`src/rtl/ifetch_unit.sv`:
```
// Instruction fetch front end: owns the fetch PC, issues single outstanding reads
// to instruction memory and queues {pc, instruction} pairs toward decode.
module ifetch_unit #(
   parameter logic [31:0] RESET_PC = 32'h0000_0000,
   parameter int          DEPTH    = 2
) (
   input  logic        clk,
   input  logic        rst,
   input  logic        Redirect,
   input  logic [31:0] Redirect_pc,
   output logic        Mem_ren,
   output logic [31:0] Mem_addr,
   input  logic        Mem_stall,
   input  logic [31:0] Mem_rdata,
   output logic        Inst_valid,
   output logic [31:0] Inst,
   output logic [31:0] Inst_pc,
   input  logic        Inst_ready
);

   localparam int AW = $clog2(DEPTH);
   localparam int CW = AW + 1;
   localparam logic [CW-1:0] DEPTH_C   = CW'(DEPTH);
   localparam logic [CW-1:0] CNT_ONE   = CW'(1);
   localparam logic [CW-1:0] CNT_ZERO  = CW'(0);
   localparam logic [AW-1:0] IDX_ONE   = AW'(1);
   localparam logic [AW-1:0] IDX_ZERO  = AW'(0);

   typedef enum logic [0:0] {
      FETCH = 1'b0,
      DROP  = 1'b1
   } state_t;

   state_t        state_r, state_nxt_s;
   logic [31:0]   fpc_r, fpc_nxt_s;
   logic          ren_r, ren_nxt_s;
   logic [31:0]   addr_r, addr_nxt_s;
   logic [CW-1:0] count_r, count_nxt_s;
   logic [AW-1:0] head_r, head_nxt_s, wr_idx_s;
   logic [31:0]   fifo_inst_r [DEPTH];
   logic [31:0]   fifo_pc_r   [DEPTH];
   logic [31:0]   inst_r, inst_nxt_s;
   logic [31:0]   inst_pc_r, inst_pc_nxt_s;
   logic [31:0]   redirect_target_s;
   logic          complete_s, push_s, pop_s;
   logic          rpc_unused_s;

   assign complete_s        = ren_r & ~Mem_stall;
   assign pop_s             = (count_r != CNT_ZERO) & Inst_ready;
   assign wr_idx_s          = head_r + count_r[AW-1:0];
   assign redirect_target_s = {Redirect_pc[31:2], 2'b00};
   assign rpc_unused_s      = ^Redirect_pc[1:0];

   assign Mem_ren    = ren_r;
   assign Mem_addr   = addr_r;
   assign Inst_valid = (count_r != CNT_ZERO);
   assign Inst       = inst_r;
   assign Inst_pc    = inst_pc_r;

   // Fetch state machine: next state, next fetch PC and push decision.
   always_comb begin
      state_nxt_s = state_r;
      fpc_nxt_s   = fpc_r;
      push_s      = 1'b0;
      case (state_r)
         FETCH: begin
            if (Redirect) begin
               fpc_nxt_s = redirect_target_s;
               // A stalled request cannot be withdrawn; its data is dropped later.
               if (ren_r && Mem_stall) begin
                  state_nxt_s = DROP;
               end else begin
                  state_nxt_s = FETCH;
               end
            end else if (complete_s) begin
               push_s    = 1'b1;
               fpc_nxt_s = fpc_r + 32'd4;
            end else begin
               fpc_nxt_s = fpc_r;
            end
         end
         DROP: begin
            if (Redirect) begin
               fpc_nxt_s = redirect_target_s;
            end else begin
               fpc_nxt_s = fpc_r;
            end
            if (complete_s) begin
               state_nxt_s = FETCH;
            end else begin
               state_nxt_s = DROP;
            end
         end
         default: begin
            state_nxt_s = FETCH;
         end
      endcase
   end

   // FIFO occupancy and head pointer; a redirect flushes everything.
   always_comb begin
      count_nxt_s = count_r;
      head_nxt_s  = head_r;
      if (Redirect) begin
         count_nxt_s = CNT_ZERO;
         head_nxt_s  = IDX_ZERO;
      end else begin
         case ({push_s, pop_s})
            2'b10: begin
               count_nxt_s = count_r + CNT_ONE;
            end
            2'b01: begin
               count_nxt_s = count_r - CNT_ONE;
               head_nxt_s  = head_r + IDX_ONE;
            end
            2'b11: begin
               head_nxt_s = head_r + IDX_ONE;
            end
            default: begin
               count_nxt_s = count_r;
            end
         endcase
      end
   end

   // Next memory request; DROP keeps presenting the abandoned address until it completes.
   always_comb begin
      ren_nxt_s  = 1'b0;
      addr_nxt_s = {fpc_nxt_s[31:2], 2'b00};
      if (state_nxt_s == DROP) begin
         ren_nxt_s  = 1'b1;
         addr_nxt_s = addr_r;
      end else begin
         ren_nxt_s  = (count_nxt_s < DEPTH_C);
         addr_nxt_s = {fpc_nxt_s[31:2], 2'b00};
      end
   end

   // Next head-of-queue output; bypass when the pushed entry becomes the head.
   always_comb begin
      inst_nxt_s    = inst_r;
      inst_pc_nxt_s = inst_pc_r;
      if (!Redirect && (count_nxt_s != CNT_ZERO)) begin
         if (push_s && (wr_idx_s == head_nxt_s)) begin
            inst_nxt_s    = Mem_rdata;
            inst_pc_nxt_s = fpc_r;
         end else begin
            inst_nxt_s    = fifo_inst_r[head_nxt_s];
            inst_pc_nxt_s = fifo_pc_r[head_nxt_s];
         end
      end else begin
         inst_nxt_s    = inst_r;
         inst_pc_nxt_s = inst_pc_r;
      end
   end

   // Control and output registers.
   always_ff @(posedge clk) begin
      if (rst) begin
         state_r   <= FETCH;
         fpc_r     <= RESET_PC;
         ren_r     <= 1'b0;
         addr_r    <= {RESET_PC[31:2], 2'b00};
         count_r   <= CNT_ZERO;
         head_r    <= IDX_ZERO;
         inst_r    <= 32'h0000_0000;
         inst_pc_r <= 32'h0000_0000;
      end else begin
         state_r   <= state_nxt_s;
         fpc_r     <= fpc_nxt_s;
         ren_r     <= ren_nxt_s;
         addr_r    <= addr_nxt_s;
         count_r   <= count_nxt_s;
         head_r    <= head_nxt_s;
         inst_r    <= inst_nxt_s;
         inst_pc_r <= inst_pc_nxt_s;
      end
   end

   // FIFO storage.
   always_ff @(posedge clk) begin
      if (rst) begin
         for (int i = 0; i < DEPTH; i++) begin
            fifo_inst_r[i] <= 32'h0000_0000;
            fifo_pc_r[i]   <= 32'h0000_0000;
         end
      end else if (push_s) begin
         fifo_inst_r[wr_idx_s] <= Mem_rdata;
         fifo_pc_r[wr_idx_s]   <= fpc_r;
      end
   end

endmodule

```
`config.mk`:
```
export PLATFORM = sky130hd
export DESIGN_NAME = ifetch_unit
export DESIGN_NICKNAME = d
export VERILOG_FILES = /design/src/rtl/ifetch_unit.sv
export SDC_FILE = /design/constraint.sdc
export NUM_CORES = 1
export LEC_CHECK = 0
export CAP_MARGIN = 0
export CORE_AREA = 2 2 151 153
export CTS_BUF_LIST = sky130_fd_sc_hd__clkbuf_8 sky130_fd_sc_hd__clkbuf_16
export CTS_CLUSTER_DIAMETER = 200
export CTS_CLUSTER_SIZE = 14
export DETAILED_ROUTE_END_ITERATION = 10
export DIE_AREA = 0 0 153 155
export PLACE_DENSITY = 0.74
export REMOVE_ABC_BUFFERS = 1
export SETUP_SLACK_MARGIN = 0.4
export SYNTH_ARGS = -nofsm -noshare
export SYNTH_HDL_FRONTEND = slang
export SYNTH_SLANG_ARGS = --single-unit
```
`constraint.sdc`:
```
create_clock -name clk -period 16.1 [get_ports clk]
set_input_delay 3.22 -clock clk [delete_from_list [all_inputs] [get_ports clk]]
set_output_delay 3.22 -clock clk [all_outputs]
set_load 0.01 [all_outputs]
```
Word level (Yosys, flattened, before mapping). Memories as Yosys holds them, arrays and structs flattened. A register that Yosys moved wholly into a read port is not among the register bits. Index checks and enable logic that the tools add are counted.

Output and inout port bits: 98. Word-level logic and storage cells: 60. Input port bits: 69. Register bits after elaboration: 67. Memories: 2. RAM bits: 128.

Bitwise gates (word level): 4. Muxes and demuxes: 27. Add/subtract/negate cells: 5. Reduce and logical (&&, ||, !) cells: 9. $lt $le $gt $ge: 1. Equal/unequal tests: 5.

Memory list: fifo_inst_r (depth 2, width 32, read ports 1, clocked after memory_dff 1, write ports 2, line 40) `logic [31:0] fifo_inst_r [DEPTH];`; fifo_pc_r (depth 2, width 32, read ports 1, clocked after memory_dff 1, write ports 2, line 41) `logic [31:0] fifo_pc_r [DEPTH];`.

Operators with widths (number): two-way mux 32 bit (5); case mux 32 bit (2 select lines) (1); OR reduction 32 bit (2); adder 32 x 3 -> 32 bit (second input constant) (1); two-way mux 1 bit (18); == test 2 bit (second input constant) (2); case mux 2 bit (2 select lines) (1); nonzero test 2 bit (2); != test 3 bit (second input constant) (1); adder 2 x 1 -> 2 bit (second input constant) (1); bitwise AND 1 bit (2); == test 2 x 1 -> 1 bit (second input constant) (1); logical AND 1 bit (2); < comparator 2 bit (second input constant) (1); two-way mux 2 bit (1); != test 2 bit (second input constant) (1); inverter 1 bit (2); case mux 1 bit (2 select lines) (1); AND reduction 2 bit (1); OR reduction 2 bit (1); subtractor 2 x 1 -> 2 bit (second input constant) (1); adder 1 bit (1); adder 1 bit (second input constant) (1); logical NOT 1 bit (1).

Logic depth before layout (Yosys ltp).
Depth after elaboration: 10. Gate-level depth with buffers: 12. Depth with buffers taken out: 8.

Worst setup path after synthesis. OpenSTA, ideal clock, no wires.

Path type: input to register. Start: in Mem_stall. End: mem fifo_inst_r[1][0] (enable). Setup time: 0.568 ns. Data required time: 15.532 ns. Slack: 7.412 ns. Data arrival time: 8.121 ns. Stages on the path: 3. Path through: nor3b_4 -> nand2_2 -> o21ai_0.

RTL lines: start, declared (line 13) `input logic Mem_stall,`; end, declared (line 40).

Worst setup path in the final report.
Start: in Redirect. End: reg inst_r[31], in the netlist Inst[31] (read register of fifo_inst_r).

Longest elaborated chain between the ends: 7. Elaborated cells on any way between the ends: 13. Classes of those cells: 3 x eq/ne; 6 x mux; 4 x reduce/logical.

Ends and longest elaborated chain: start, declared (line 9) `input logic Redirect,`; two-way mux 1 bit (line 67) `if (Redirect) begin`; two-way mux 1 bit (line 65) `case (state_r)`; == test 2 x 1 -> 1 bit or == test 2 bit (tied branches) (line 108) `case ({push_s, pop_s})`; case mux 2 bit (2 select lines) (line 108); two-way mux 2 bit (line 104) `if (Redirect) begin`; nonzero test 2 bit (line 143) `if (!Redirect && (count_nxt_s != CNT_ZERO)) begin`; logical AND 1 bit (line 143); end, declared (line 42) `logic [31:0] inst_r, inst_nxt_s;`.

Parallel ways exist; a longest one is shown, timed or not. A chain may end at the register's enable or synchronous reset.

==> reports/qor.yml <==
pwr:
  switchingPower_uw: 299
  power.leakage_nw: 4.55
  total_power_mw: 1.29
  p_comb_frac: 0.093
  vdd_drop_max_mv: 0.0611
  seqPwrFrac: 0.557
  internal_power_uw: 989
  pwr_density_cell_nw_per_um2: 97.1
  p_clk_frac: 0.350
  swShare: 0.232
setup_path:
  worst-setup-path-type: "in2reg"
  cp-end-kind: "flip-flop"
  path_cells: "clkdlybuf4s50_1, buf_4, clkinv_1, buf_4, nand2_1, ha_1, nand2b_1, o22ai_1, nor3_4, buf_4, nand2_1, o221ai_1"
  start_kind: "primary input"
  required_ns: 16.50
  cp_max_fo: 44
  cp_top_family: "buffers and inverters"
  cp.depth: 12
  rr_worst_depth: 9
  slowest_stage: "nor3_4"
  crit_buf_inv: 5
  arrival_ns: 7.04
  slowest_delay_ns: 1.00
  cp_common_cell: "buf_4"
logic_synthesis:
  ys_seq_area_frac: 0.576
  synthDistinctLibCells: 62
  async_reset_ff_frac: 0
  syn_inst: 1007
  yosysTopAreaCellShare: 0.342
  synth_area_per_cell_um2: 10.8
  synth_area_um2: 10900
  synth_area_leaders: "edfxtp_1 34%, dfxtp_1 23%, and2_1 6.6%"
  synth_flop_cell: "dfxtp_1"
  ys_ff_latch: 251
  synth_most_common_cell: "dfxtp_1"
  synth_top_cells_by_count: "127 x dfxtp_1, 124 x edfxtp_1, 115 x and2_1, 105 x nand2_1, 71 x inv_1"
  yosys_warnings: 0
  yosysTopAreaCell: "edfxtp_1"
  synth-edff-count: 124
run:
  max_cap_viol_count: 0
final_layout:
  stdcell_area_um2: 13300
  nNetsFinal: 1206
  seq_area_um2: 6270
  final_cells: 1433
  nFillCells: 1836
  drive_above_1_share: 0.0488
  antenna_cells: 0
  area_growth_pct: 22.0
  utilization: 0.597
  multiInputGateArea_um2: 4080
cts:
  clock_latency_ns: 0.50
  clk_path_buf_depth: 3
  h-tree-depth: 1
  cts_buffers: 21
  cts_root_buf: "clkbuf_16"
  clk_pin_slew_ns: 0.06
  cts.sinks: 251
  hold_buffers: 0
  cts_post_setup_buffers_inserted: 0
  cts_resized: 0
  cts_tree: "done"
hold_path:
  hp-class: "reg2reg"
  min_path_cells: 2
placement:
  place_inst: 1397
  pre_cts_ws_ns: 8.98
  dpl.hpwl_um: 15900
  globalplace.congestion: 0.865
  dpl_cell_area_um2: 12700
  io_buffers: 160
global_routing:
  grt_pass1_vias: 7950
  grt_pass1_wl_um: 42000
  grt_max_degree: 63
  gr-total-overflow: 0
  track_usage: 0.220
  antenna_found_initial: 0
die:
  rows: 55
  die_height_um: 155
  io-pin-count: 167
  die_area_um2: 23700
  fp.dieW_um: 153
  start_util: 0.489
  coreArea_um2: 22200
run_status:
  status: "completed"
sta:
  maxSlewViolCount: 0
  slew_headroom: 0.187
  fin_skew_ns: 0.0121
  fin_crit_sh: 0.412
  hold_slack_ns: 0.473
  rsz0062_at_grt: "no"
  setup_viol: 0
  hold_violations: 0
  max_freq_ghz: 0.151
  min_period_ns: 6.64
  worst_slack_ns: 9.46
  tns_ns: 0
  worst_pin_slew_ns: 1.22
routing:
  via_per_inst: 5.53
  route.vias.total: 7931
  dr.pass1.iters: 5
  postRouteAntennaNets: 0
  avgRoutedWirePerCell_um: 18.3
  remaining_drc_errors: 0
  postRouteWirelength_um: 26200
  drtIter0Drc: 448
## tightest hold or removal path: cells and delay by family, from the launching register on
family           cells  cell delay [ns]
flip-flops           1             0.31
AO/OA/AOI/OAI        1             0.06
AND/OR/NAND/NOR      1             0.05
## placed cells by master, fill, tap and decap left out, drive strengths merged, types with 8 or more instances in the layout
master         instances
clkdlybuf4s50        159
dfxtp                127
edfxtp               124
and2                 115
nand2                107
inv                   86
mux2i                 69
o221ai                62
nor3                  35
nor2                  35
o21ai                 24
clkbuf                21
nand3                 17
buf                   16
a21oi                 15
xnor2                 14
a31oi                 12
nor4                  11
nand4                 10
and4                   8
## area by class of cell
class / instances / area share
repair buffers: 175 / 0.129
inverters: 73 / 0.0206
flip-flops and latches: 251 / 0.472
clock inverters: 15 / 0.00424
clock buffers: 21 / 0.0396
multi-input cells: 613 / 0.308
well taps: 285 / 0.0269
## worst paths after layout
path | slack, ns | end | start
max | 9.46 | Inst[31] | Redirect
min | 0.47 | Mem_addr[19] | Mem_addr[19]
max reg2reg | 12.49 | Inst[31] | Mem_ren
min reg2reg | 0.47 | Mem_addr[19] | Mem_addr[19]
## flip-flops by register name (all words and copies together) (netlist names)
signal and cells:
head_r 1, Inst 32, Inst_pc 30, fpc_r 30, Mem_addr 30, state_r 1
fifo_pc_r 60, fifo_inst_r 64, count_r 2, Mem_ren 1
## metal layers
metal | track usage | vias up | share of wire
met5 | 0 | - | 0
met4 | 0.0653 | 0 | 0.023
met3 | 0.0331 | 40 | 0.055
met2 | 0.362 | 237 | 0.47
met1 | 0.303 | 3804 | 0.45
li1 | - | 3850 | -
## cells by family after synthesis
logic type / count (synthesis) / share of synthesized area
buffers and inverters: 146 / 0.0552
other: 1 / 0.000345
xor gates and xnor gates: 16 / 0.0129
AOI/OAI and AO/OA: 159 / 0.111
muxes: 69 / 0.0635
and+or+nand+nor: 363 / 0.179
DFF: 251 / 0.576
adders and majority gates: 2 / 0.00230
## power by group through the flow
| stage | Sequential, mW | Combinational, mW | Clock, mW |
|---|---|---|---|
| floorplan | 0.734 | 0.0483 | 0 |
| global placement | 0.730 | 0.118 | 0 |
| detailed placement | 0.731 | 0.119 | 0 |
| CTS | 0.717 | 0.120 | 0.462 |
| global route | 0.721 | 0.129 | 0.486 |
| finish | 0.718 | 0.119 | 0.451 |
(Power assumes the default switching activity.)
